--- config.mk ---
export PLATFORM = sky130hd
export DESIGN_NAME = pipelined_dual_logic_unit
export DESIGN_NICKNAME = d
export VERILOG_FILES = /design/src/rtl/pipelined_dual_logic_unit.sv
export SDC_FILE = /design/constraint.sdc
export NUM_CORES = 1
export LEC_CHECK = 0
export BUFFER_PORTS_ARGS = -buffer_cell sky130_fd_sc_hd__buf_2
export CELL_PAD_IN_SITES_DETAIL_PLACEMENT = 1
export CELL_PAD_IN_SITES_GLOBAL_PLACEMENT = 1
export CORE_MARGIN = 10
export CORE_UTILIZATION = 35
export CTS_CLUSTER_SIZE = 24
export DETAILED_ROUTE_END_ITERATION = 10
export GPL_ROUTABILITY_DRIVEN = 0
export GPL_TIMING_DRIVEN = 1
export PLACE_DENSITY = 0.76
export SYNTH_ARGS = -nofsm -noshare
export SYNTH_HDL_FRONTEND = slang
export SYNTH_SLANG_ARGS = --single-unit
export TNS_END_PERCENT = 5
--- constraint.sdc ---
create_clock -name clk -period 1.6 [get_ports clk]
set_clock_uncertainty 0.2 [all_clocks]
set_input_delay 0.16 -clock clk [delete_from_list [all_inputs] [get_ports clk]]
set_output_delay 0.16 -clock clk [all_outputs]
set_load 0.1 [all_outputs]
--- src/rtl/pipelined_dual_logic_unit.sv ---
// Dual bitwise logic unit: two opcode-selected results per transaction,
// carried through a STAGES-deep valid/ready pipeline with per-stage stall.
module pipelined_dual_logic_unit #(
  parameter int unsigned WIDTH  = 8,
  parameter int unsigned STAGES = 2
) (
  input  logic             clk,
  input  logic             rst_n,
  input  logic             in_valid,
  output logic             in_ready,
  input  logic [WIDTH-1:0] a,
  input  logic [WIDTH-1:0] b,
  input  logic [2:0]       op_c,
  input  logic [2:0]       op_d,
  output logic             out_valid,
  input  logic             out_ready,
  output logic [WIDTH-1:0] c,
  output logic [WIDTH-1:0] d
);

  localparam int unsigned IW = (STAGES > 1) ? $clog2(STAGES) : 1;

  logic [STAGES-1:0]            r_valid;
  logic [STAGES-1:0][WIDTH-1:0] r_c;
  logic [STAGES-1:0][WIDTH-1:0] r_d;
  logic [STAGES-1:0]            w_load;
  logic                         w_open;
  logic [WIDTH-1:0]             w_c;
  logic [WIDTH-1:0]             w_d;

  function automatic logic [WIDTH-1:0] f_logic_op(input logic [2:0] op,
                                                  input logic [WIDTH-1:0] x,
                                                  input logic [WIDTH-1:0] y);
    case (op)
      3'd0:    return x & y;
      3'd1:    return x | y;
      3'd2:    return x ^ y;
      3'd3:    return ~(x & y);
      3'd4:    return ~(x | y);
      3'd5:    return ~(x ^ y);
      3'd6:    return x & ~y;
      default: return x;
    endcase
  endfunction

  assign w_c = f_logic_op(op_c, a, b);
  assign w_d = f_logic_op(op_d, a, b);

  // Stage i loads when out_ready is high or any stage from i to the output
  // is empty; this is the unrolled form of load[i] = !valid[i] || load[i+1].
  always_comb begin
    w_load = '0;
    w_open = out_ready;
    for (int unsigned k = 0; k < STAGES; k++) begin
      w_open                      = w_open | ~r_valid[IW'(STAGES - 1 - k)];
      w_load[IW'(STAGES - 1 - k)] = w_open;
    end
  end

  always_ff @(posedge clk or negedge rst_n) begin
    if (!rst_n) begin
      r_valid <= '0;
      r_c     <= '0;
      r_d     <= '0;
    end else begin
      if (w_load[0]) begin
        r_valid[0] <= in_valid;
        if (in_valid) begin
          r_c[0] <= w_c;
          r_d[0] <= w_d;
        end
      end
      for (int unsigned i = 1; i < STAGES; i++) begin
        if (w_load[IW'(i)]) begin
          r_valid[IW'(i)] <= r_valid[IW'(i - 1)];
          if (r_valid[IW'(i - 1)]) begin
            r_c[IW'(i)] <= r_c[IW'(i - 1)];
            r_d[IW'(i)] <= r_d[IW'(i - 1)];
          end
        end
      end
    end
  end

  assign in_ready  = w_load[0];
  assign out_valid = r_valid[IW'(STAGES - 1)];
  assign c         = r_c[IW'(STAGES - 1)];
  assign d         = r_d[IW'(STAGES - 1)];

endmodule

==> metrics.csv, run 1 <==
metric;value;unit
status;finished clean;
dr.first_iter.drc_count;139;
dieArea;12800;sq um
insertion_delay;0.28;ns
rsz0062_at_grt;true;
grt_pass1_vias;2927;
yosysTopAreaCell;dfrtp_1;
dieWidth;113;microns
fillers;976;
nNetsFinal;446;
cts_max_level;2;
dr_total_vias;2573;
cts.clk_slew.worst_paths;0.07;ns
finalSetupViolations;0;
fin_ws;0.0436;ns
grt_use_total;0.129;
grt_pass1_wl;14.0;mm
antenna_found_initial;0;
cp.required;1.24;ns
drt-total-wl;8.24;mm
cts-root-buf;clkbuf_8;
drtAntennaViolNets;0;
async_reset_ff_frac;1.00;
p_sw;1.75;mW
drv_slew;0;
netlist-cell-type-count;34;
place_ws;-0.126;ns
dpl.hpwl;6.81;mm
drt-vias-per-instance;5.29;
diodes;0;
cp.arrival;1.20;ns
cts_buffers;5;
swShare;0.472;
max_freq;643;MHz
start_util;0.364;
ys_seq_area_frac;0.280;
regArea;855;sq um
synth.area.top_cells;dfrtp_1, ha_1, mux2i_1, buf_4, o221ai_1;
period_minus_slack;1.56;ns
hp-class;in -> reg;
critPathMaxFanout;3;
pwr-share-comb;0.495;
dr.pass1.iters;4;
synth_warnings;0;
ir_drop;0.000633;V
finalSetupTns;0;ns
synthCells;319;
tightest_slew;0.544;ns
maxCapViolations;0;
area_delta_synth_final;19.9;%
fin_crit_sh;0.973;
grt_max_degree;23;
slew_headroom;0.637;
design.core.area;8340;sq um
synthesis.area;3040;sq um
worstSetupStartpointType;register;
cellLeakagePower;1.82;nW
rows;33;
gr-total-overflow;0;
tritoncts;done;
drive_above_1_share;0.270;
clockPowerShare;0.194;
port_buffers;43;
crit_path_end_kind;output pin;
powerDensity;1020;nW/um^2
wl_per_cell;16.9;microns
ios;44;
synth-main-ff-cell;dfrtp_1;
finalHoldViolations;0;
clockBufferDepth;2;
synth_enable_flop_cells;0;
synth_top_area_share;0.280;
p_int;1.96;mW
avgSynthCellArea;9.52;sq um
ys_ff_latch;34;
die_h;113;microns
pwr-share-seq;0.311;
drc;0;
setup.worst_path.class;reg -> out;
clkSinkCount;34;
syn_nets;385;
multi_input_area;1870;sq um
## power groups by stage
| stage | combinational (mW) | sequential, mW | clock, mW |
|---|---|---|---|
| after floorplan | 1.59 | 1.15 | 0 |
| after global placement | 1.79 | 1.15 | 0 |
| after detailed placement | 1.84 | 1.17 | 0 |
| after CTS | 1.85 | 1.16 | 0.746 |
| after global routing | 1.96 | 1.18 | 0.773 |
| final | 1.84 | 1.15 | 0.721 |
## placed cells by master (no fill, tap or decap), types with 7 or more instances in the layout
cell type,n
buf_4,40
nand3b_1,8
o21ai_0,7
nand2_1,19
o21ai_1,14
a32o_1,7
nor2b_1,9
inv_1,20
mux2i_1,30
ha_1,40
buf_2,42
clkbuf_8,8
nand3_1,9
mux2_1,10
o22ai_1,7
dfrtp_1,33
o221ai_1,15
nor2_1,17
## synth_stat cells (all sizes together) (4+ instances only)
cell type,n
nand3,9
nor2b,9
nand3b,8
mux2,16
clkbuf,4
a32o,7
o221ai,15
dfrtp,34
mux2i,30
nand2,20
o22ai,7
nand2b,6
o21ai,21
a221oi,5
buf,31
ha,40
nor2,17
inv,20
## final timing paths
check | from | endpoint | slack (ns) | cells after the start
hold reg to reg | r_d[7] | d[7] | 0.28 | 1
setup reg to reg | r_valid[1] | c[0] | 0.10 | 4
min in group asynchronous | rst_n | c[3] | 0.17 | 2
setup / recovery | r_valid[1] | in_ready | 0.04 | 3
max in group asynchronous | rst_n | r_c[6] | 0.55 | 3
hold / removal | op_d[1] | r_d[7] | 0.07 | 3
## metrics by stage
stage                     hold slack [ns]  std cells  power [mW]  utilization  instance area (sq um)
final                              0.0736        486        3.71        0.437                   3640
after global routing               0.0933        486        3.91        0.437                   3640
after CTS                          0.0629        486        3.75        0.436                   3630
after detailed placement          -0.0585        474        3.01        0.418                   3490
after global placement            -0.0645        474        2.94        0.418                   3490
after floorplan                    -0.336        319        2.74            -                   3060
## per-layer routing
layer | GRT usage | up-vias | share of wire
li1 | - | 1248 | -
met2 | 0.225 | 60 | 0.49
met1 | 0.152 | 1256 | 0.43
met4 | 0.0406 | 0 | 0.013
met5 | 0 | - | 0
met3 | 0.0291 | 9 | 0.063
## registers in the layout (all words and copies together) (netlist names)
signal and flops:
r_d 8, c 8, r_c 8, d 8, r_valid 2
## cell families (layout without fill, tap and decap cells)
family                   after synthesis  in the layout  share of synthesized area
AO/OA/AOI/OAI                         67             67                      0.160
adder cells (fa/ha/maj)               40             40                      0.165
buffers and inverters                 55            117                      0.107
flip-flops                            34             34                      0.280
multiplexers                          46             46                      0.158
AND/OR/NAND/NOR                       77             77                      0.130
## area by class of cell
cell class | count | area share
Sequential cell | 34 | 0.235
Multi-Input combinational cell | 230 | 0.513
Inverter | 20 | 0.0206
Tap cell | 105 | 0.0361
Clock buffer | 8 | 0.0302
Timing Repair Buffer | 89 | 0.166
## worst max-delay path: stages (launching register included)
cell and delay, ns:
dfrtp_4 0.49, nand3b_1 0.14, buf_6 0.13, buf_12 0.16
## repair_timing
item / 4_1_cts / 5_1_grt
setup buffers: 1 / 0
pin swaps: 1 / 1
resized for setup: 0 / 2
setup endpoints to repair: 1 / 4
hold endpoints to repair: 22 / 0
hold buffers: 3 / 0
No activity file was read; power rests on OpenSTA's default activity.
==> run 2, diff against run 1 <==
--- a/config.mk
+++ b/config.mk
@@ -14,6 +14,7 @@
 export DETAILED_ROUTE_END_ITERATION = 10
 export GPL_ROUTABILITY_DRIVEN = 0
 export GPL_TIMING_DRIVEN = 1
+export HOLD_SLACK_MARGIN = 0.03
 export PLACE_DENSITY = 0.76
 export SYNTH_ARGS = -nofsm -noshare
 export SYNTH_HDL_FRONTEND = slang
==> constraint.sdc (replaced) <==
create_clock -name clk -period 1.6 [get_ports clk]
set_clock_uncertainty 0.2 [all_clocks]
set_input_delay 0.16 -clock clk [delete_from_list [all_inputs] [get_ports clk]]
set_output_delay 0.16 -clock clk [all_outputs]
set_load 0.01 [all_outputs]
==> run 2 against run 1 <==
Against the previous run: fmax up 6.4%; total power down 25%; first-iteration DRC count up 35%; critical path depth up 1; worst setup slack better by 0.094 ns; cell area down 1.4%; count of clock-buffer cells in the layout down 1; flip-flop and latch count unchanged; critical endpoint is now r_d[7]; largest power group is now sequential cells.
==> metrics.csv, run 2 (synthesis results as in run 1) <==
metric;value;unit;change
drt-vias-per-instance;5.39;;+1.9%
antenna_found_initial;0;;unchanged
insertion_delay;0.28;ns;about the same
worstSetupStartpointType;register;;
cts_max_level;2;;unchanged
clockBufferDepth;2;;unchanged
cts_setup_buffers;0;;-1
slowest_delay;0.39;ns;-0.10 ns
diodes;0;;unchanged
rr_endpoint;r_d[7];;
crit_chain;nand3b_1 -> and2_1 -> o21ai_0 -> o21ai_1;;
dieArea;12800;sq um;unchanged
endpoint;r_d[7];;
die_h;113;microns;unchanged
hp-class;in -> reg;;
finalHoldViolations;0;;unchanged
crit_path_end_kind;register;;
status;finished clean;;
rrSetupSlack;0.14;ns;+0.04 ns
grt_pass1_wl;14.1;mm;+1.2%
crit_path_top_delay_cell;dfrtp_1;;
drv_slew;0;;unchanged
setup.worst_path.class;reg -> reg;;
rows;33;;unchanged
cts_resized;0;;unchanged
dr.first_iter.drc_count;188;;+35%
wl_per_cell;17.9;microns;+5.8%
tightest_slew;0.698;ns;+0.154 ns
drc;0;;unchanged
cellLeakagePower;1.80;nW;-1.1%
fin_ws;0.138;ns;+0.0942 ns
layout_common_cells;buf_2, buf_4, ha_1;;
design.core.area;8340;sq um;unchanged
slew_headroom;0.534;;-0.103
gr-total-overflow;0;;unchanged
finalSetupViolations;0;;unchanged
start_util;0.364;;unchanged
maxCapViolations;0;;unchanged
rsz0062_at_grt;false;;
grt_max_degree;35;;+52%
ir_drop;0.000427;V;-33%
max_freq;684;MHz;+6.4%
grt_use_total;0.132;;+0.00363
total_power;2.80;mW;-25%
drtAntennaViolNets;0;;unchanged
tritoncts;done;;
cts_buffers;5;;unchanged
final_cells;486;;unchanged
ios;44;;unchanged
area_delta_synth_final;18.2;%;
fin_crit_sh;0.914;;-0.0589
mostFrequentLayoutCell;buf_2;;
drt-total-wl;8.72;mm;+5.8%
dp.cells;475;;+0.21%
clkSinkCount;34;;unchanged
critPathMaxFanout;7;;+4
nNetsFinal;446;;unchanged
place_ws;-0.107;ns;+0.0187 ns
cp.arrival;1.47;ns;+0.27 ns
dpl.hpwl;6.94;mm;+1.9%
powerDensity;780;nW/um^2;-24%
dr.pass1.iters;4;;unchanged
dr_total_vias;2621;;+1.9%
cts.clk_slew.worst_paths;0.07;ns;about the same
cp.required;1.61;ns;+0.37 ns
drive_above_1_share;0.260;;-0.0105
cts_hold_buf;3;;unchanged
cts-root-buf;clkbuf_8;;
period_minus_slack;1.46;ns;-0.0942 ns
port_buffers;43;;unchanged
grt_pass1_vias;2849;;-2.7%
finalSetupTns;0;ns;unchanged
startpoint;r_valid[1];;
r2r_start;r_valid[1];;
dieWidth;113;microns;unchanged
reg2reg_depth;4;;unchanged
whs;0.0371;ns;-0.0364 ns
## run 2: changes by cell type in the layout (fill, tap and decap cells not counted), sizes merged
cell    previous run  this run
clkbuf             8         7
clkinv             0         1
## run 2: worst max-delay path, delay by kind of cell, from the launching register on
kind	cells	cell delay, ns
DFF	1	0.39
AOI/OAI and AO/OA	2	0.29
and+or+nand+nor	2	0.50
## run 2: cell type report
type                    instances  area (sq um)
clock buffers                   7          86.3
clock inverters                 1          5.00
fillers                       982          4750
inverters                      20          75.1
multi-input cells             230          1860
flip-flops and latches         34           851
well taps                     105           131
repair buffers                 89           581
## run 2: how the worst min path moves through the flow
stage                     startpoint          to  slack [ns]  depth (start not counted)
final                      out_ready  r_valid[0]        0.04                          3
after global routing       out_ready  r_valid[0]        0.07                          3
after CTS                  out_ready  r_valid[0]        0.03                          3
after detailed placement       rst_n        d[1]        0.02                          2
after global placement         rst_n        c[5]        0.01                          2
after floorplan                rst_n        c[0]       -0.34                          0
## run 2: where the power goes
part	internal (mW)	switching, mW
combinational	0.464	0.528
sequential	1.05	0.107
clock	0.347	0.303
total	1.86	0.938
## run 2: per-stage QoR
stage,cell area [sq um],utilization
after global placement,3470,0.416
after floorplan,3040,-
after CTS,3590,0.431
final,3590,0.431
after detailed placement,3470,0.416
after global routing,3590,0.431
## run 2: routing by layer
layer | global-route usage | routed length [microns] | up-vias
met3 | 0.0280 | 672 | 8
li1 | - | - | 1245
met2 | 0.230 | 4210 | 95
met1 | 0.164 | 3770 | 1273
met5 | 0 | 0 | -
met4 | 0.0271 | 63 | 0
==> run 3, diff against run 2 <==
--- a/config.mk
+++ b/config.mk
@@ -5,17 +5,20 @@
 export SDC_FILE = /design/constraint.sdc
 export NUM_CORES = 1
 export LEC_CHECK = 0
+export ABC_AREA = 1
 export BUFFER_PORTS_ARGS = -buffer_cell sky130_fd_sc_hd__buf_2
 export CELL_PAD_IN_SITES_DETAIL_PLACEMENT = 1
 export CELL_PAD_IN_SITES_GLOBAL_PLACEMENT = 1
 export CORE_MARGIN = 10
 export CORE_UTILIZATION = 35
+export CTS_BUF_LIST = sky130_fd_sc_hd__clkbuf_4 sky130_fd_sc_hd__clkbuf_8 sky130_fd_sc_hd__clkbuf_16
 export CTS_CLUSTER_SIZE = 24
 export DETAILED_ROUTE_END_ITERATION = 10
 export GPL_ROUTABILITY_DRIVEN = 0
 export GPL_TIMING_DRIVEN = 1
 export HOLD_SLACK_MARGIN = 0.03
-export PLACE_DENSITY = 0.76
+export PLACE_DENSITY = 0.79
+export SLEW_MARGIN = 25
 export SYNTH_ARGS = -nofsm -noshare
 export SYNTH_HDL_FRONTEND = slang
 export SYNTH_SLANG_ARGS = --single-unit
==> run 3 against run 2 <==
Against the previous run: register-to-register slack better by 0.04 ns; utilization decreased by 1.6 points; non-clock buffer count is 14 lower; flip-flop and latch count stayed put.
==> metrics.csv, run 3 <==
metric;value;unit;change
hp-class;in -> reg;;
dr.pass1.iters;4;;unchanged
yosysMostFrequentCell;nand2_1;;
nNetsFinal;607;;+36%
syn_nets;565;;+47%
max_freq;637;MHz;-6.9%
antenna_found_initial;0;;unchanged
period_minus_slack;1.57;ns;+0.108 ns
dieWidth;120;microns;+6.0%
synth-main-ff-cell;dfrtp_1;;
synth_top_area_share;0.243;;-0.0369
synth.area.top_cells;dfrtp_1, nand2_1, ha_1, nand3_1, inv_1;;
worstSetupStartpointType;input port;;
synth_enable_flop_cells;0;;unchanged
powerDensity;786;nW/um^2;+0.81%
slew_headroom;0.516;;-0.0178
ys_ff_latch;34;;unchanged
tritoncts;done;;
clkSinkCount;34;;unchanged
area_delta_synth_final;15.8;%;
drc;0;;unchanged
status;finished clean;;
dr_total_vias;3438;;+31%
async_reset_ff_frac;1.00;;unchanged
cts-root-buf;clkbuf_8;;
drt-total-wl;11.4;mm;+31%
finalHoldViolations;0;;unchanged
cts_max_level;2;;unchanged
maxCapViolations;0;;unchanged
port_buffers;43;;unchanged
dr.first_iter.drc_count;183;;-2.7%
clockBufferDepth;2;;unchanged
cts.clk_slew.worst_paths;0.08;ns;about the same
cts_buffers;5;;unchanged
cp.required;1.57;ns;-0.04 ns
dpl.hpwl;8.48;mm;+22%
setup.worst_path.class;in -> reg;;
avgSynthCellArea;7.01;sq um;-26%
finalSetupTns;0;ns;unchanged
fin_crit_sh;0.981;;+0.0674
stdcell_area;4050;sq um;+13%
die_h;120;microns;+6.0%
dieArea;14400;sq um;+12%
grt_max_degree;35;;unchanged
mostFrequentLayoutCell;nand2_1;;
grt_pass1_wl;18.7;mm;+32%
diodes;0;;unchanged
synth_warnings;0;;unchanged
cp.arrival;1.54;ns;+0.07 ns
synth_commonest_cells;nand2_1, inv_1, nand3_1;;
total_power;3.18;mW;+14%
drive_above_1_share;0.234;;-0.0255
ys_seq_area_frac;0.243;;-0.0369
drv_slew;0;;unchanged
ir_drop;0.000408;V;-4.3%
rows;36;;+9.1%
ios;44;;unchanged
synthCells;499;;+56%
layout_common_cells;nand2_1, inv_1, nand3_1;;
drtAntennaViolNets;0;;unchanged
insertion_delay;0.30;ns;+0.02 ns
crit_path_end_kind;register;;
wl_per_cell;16.9;microns;-5.9%
tightest_slew;0.725;ns;+0.0274 ns
start_util;0.358;;-0.00633
synthesis.area;3500;sq um;+15%
netlist-cell-type-count;21;;-38%
grt_use_total;0.155;;+0.0226
drt-vias-per-instance;5.09;;-5.6%
finalSetupViolations;0;;unchanged
grt_pass1_vias;3738;;+31%
critPathMaxFanout;8;;+1
dpl_cell_area;3870;sq um;+11%
design.core.area;9770;sq um;+17%
yosysTopAreaCell;dfrtp_1;;
gr-total-overflow;0;;unchanged
cellLeakagePower;2.34;nW;+30%
==> run 3: cell count changes after synthesis, moves of 14 or more <==
cell	previous run	this run
nand2_1	20	148
nor2_1	17	32
nand4_1	0	34
nand3_1	9	53
o221ai_1	15	0
o21ai_1	14	0
mux2i_1	30	0
a21oi_1	2	16
inv_1	20	59
==> run 3: where the power goes <==
group	internal, mW	switching [mW]	total (mW)	leakage (nW)
Clock	0.365	0.338	0.703	0.0517
Combinational	0.540	0.712	1.25	1.87
Sequential	1.10	0.133	1.23	0.424
Total	2.00	1.18	3.18	2.34
==> run 3: what timing repair did <==
| item | in CTS | in global routing |
|---|---|---|
| hold buffers | 2 | 0 |
| setup buffers | 0 | 1 |
| endpoints found under the setup margin | 0 | 30 |
| resized for setup | 0 | 4 |
| endpoints found under the hold margin | 36 | 0 |
==> run 3: area by class of cell <==
cell class,instances,area [sq um]
tap,133,166
clock buffer,7,90.1
timing repair buffer,75,546
inverter,65,246
clock inverter,1,5.00
fill,1293,5720
multi-input combinational,360,2150
sequential,34,851
==> run 3: metrics by stage <==
stage,utilization,std cells,hold slack (ns),worst slack (ns)
finish,0.414,675,0.118,0.0300
global route,0.414,675,0.167,-0.0340
CTS,0.407,672,0.119,0.0227
detailed placement,0.396,662,0.0304,-0.0148
global placement,0.396,662,0.0155,0.0288
floorplan,-,499,-0.336,0.0972
==> run 3: cell families after synthesis <==
kind of cell             count (synthesis)  synth area share
flip-flops                              34             0.243
AO/OA/AOI/OAI                           16            0.0229
adder cells (fa/ha/maj)                 40             0.143
multiplexers                            16            0.0515
buffers and inverters                  105             0.146
AND/OR/NAND/NOR                        288             0.393
==> run 3: routing by layer <==
| metal | global-route usage | up-vias | share of wire |
|---|---|---|---|
| li1 | - | 1652 | - |
| met1 | 0.196 | 1690 | 0.44 |
| met3 | 0.0291 | 9 | 0.062 |
| met4 | 0.0354 | 0 | 0.0082 |
| met2 | 0.266 | 87 | 0.49 |
| met5 | 0 | - | 0 |
==> run 3: path summary, 6_finish.rpt <==
| check | depth (start not counted) | slack [ns] | endpoint | from |
|---|---|---|---|---|
| setup / recovery | 7 | 0.03 | d[4] | out_ready |
| hold / removal | 5 | 0.12 | r_c[3] | in_valid |
| setup reg to reg | 6 | 0.18 | r_d[0] | r_valid[0] |
| hold reg to reg | 2 | 0.28 | r_c[4] | r_c[4] |
| max in group asynchronous | 3 | 0.63 | d[7] | rst_n |
| min in group asynchronous | 3 | 0.23 | r_d[5] | rst_n |
==> run 3: critical path: stages <==
cell           delay [ns]
dlygate4sd3_1        0.53
buf_2                0.13
inv_2                0.05
nand2_2              0.07
nand2_4              0.11
clkbuf_16            0.16
mux2_2               0.33
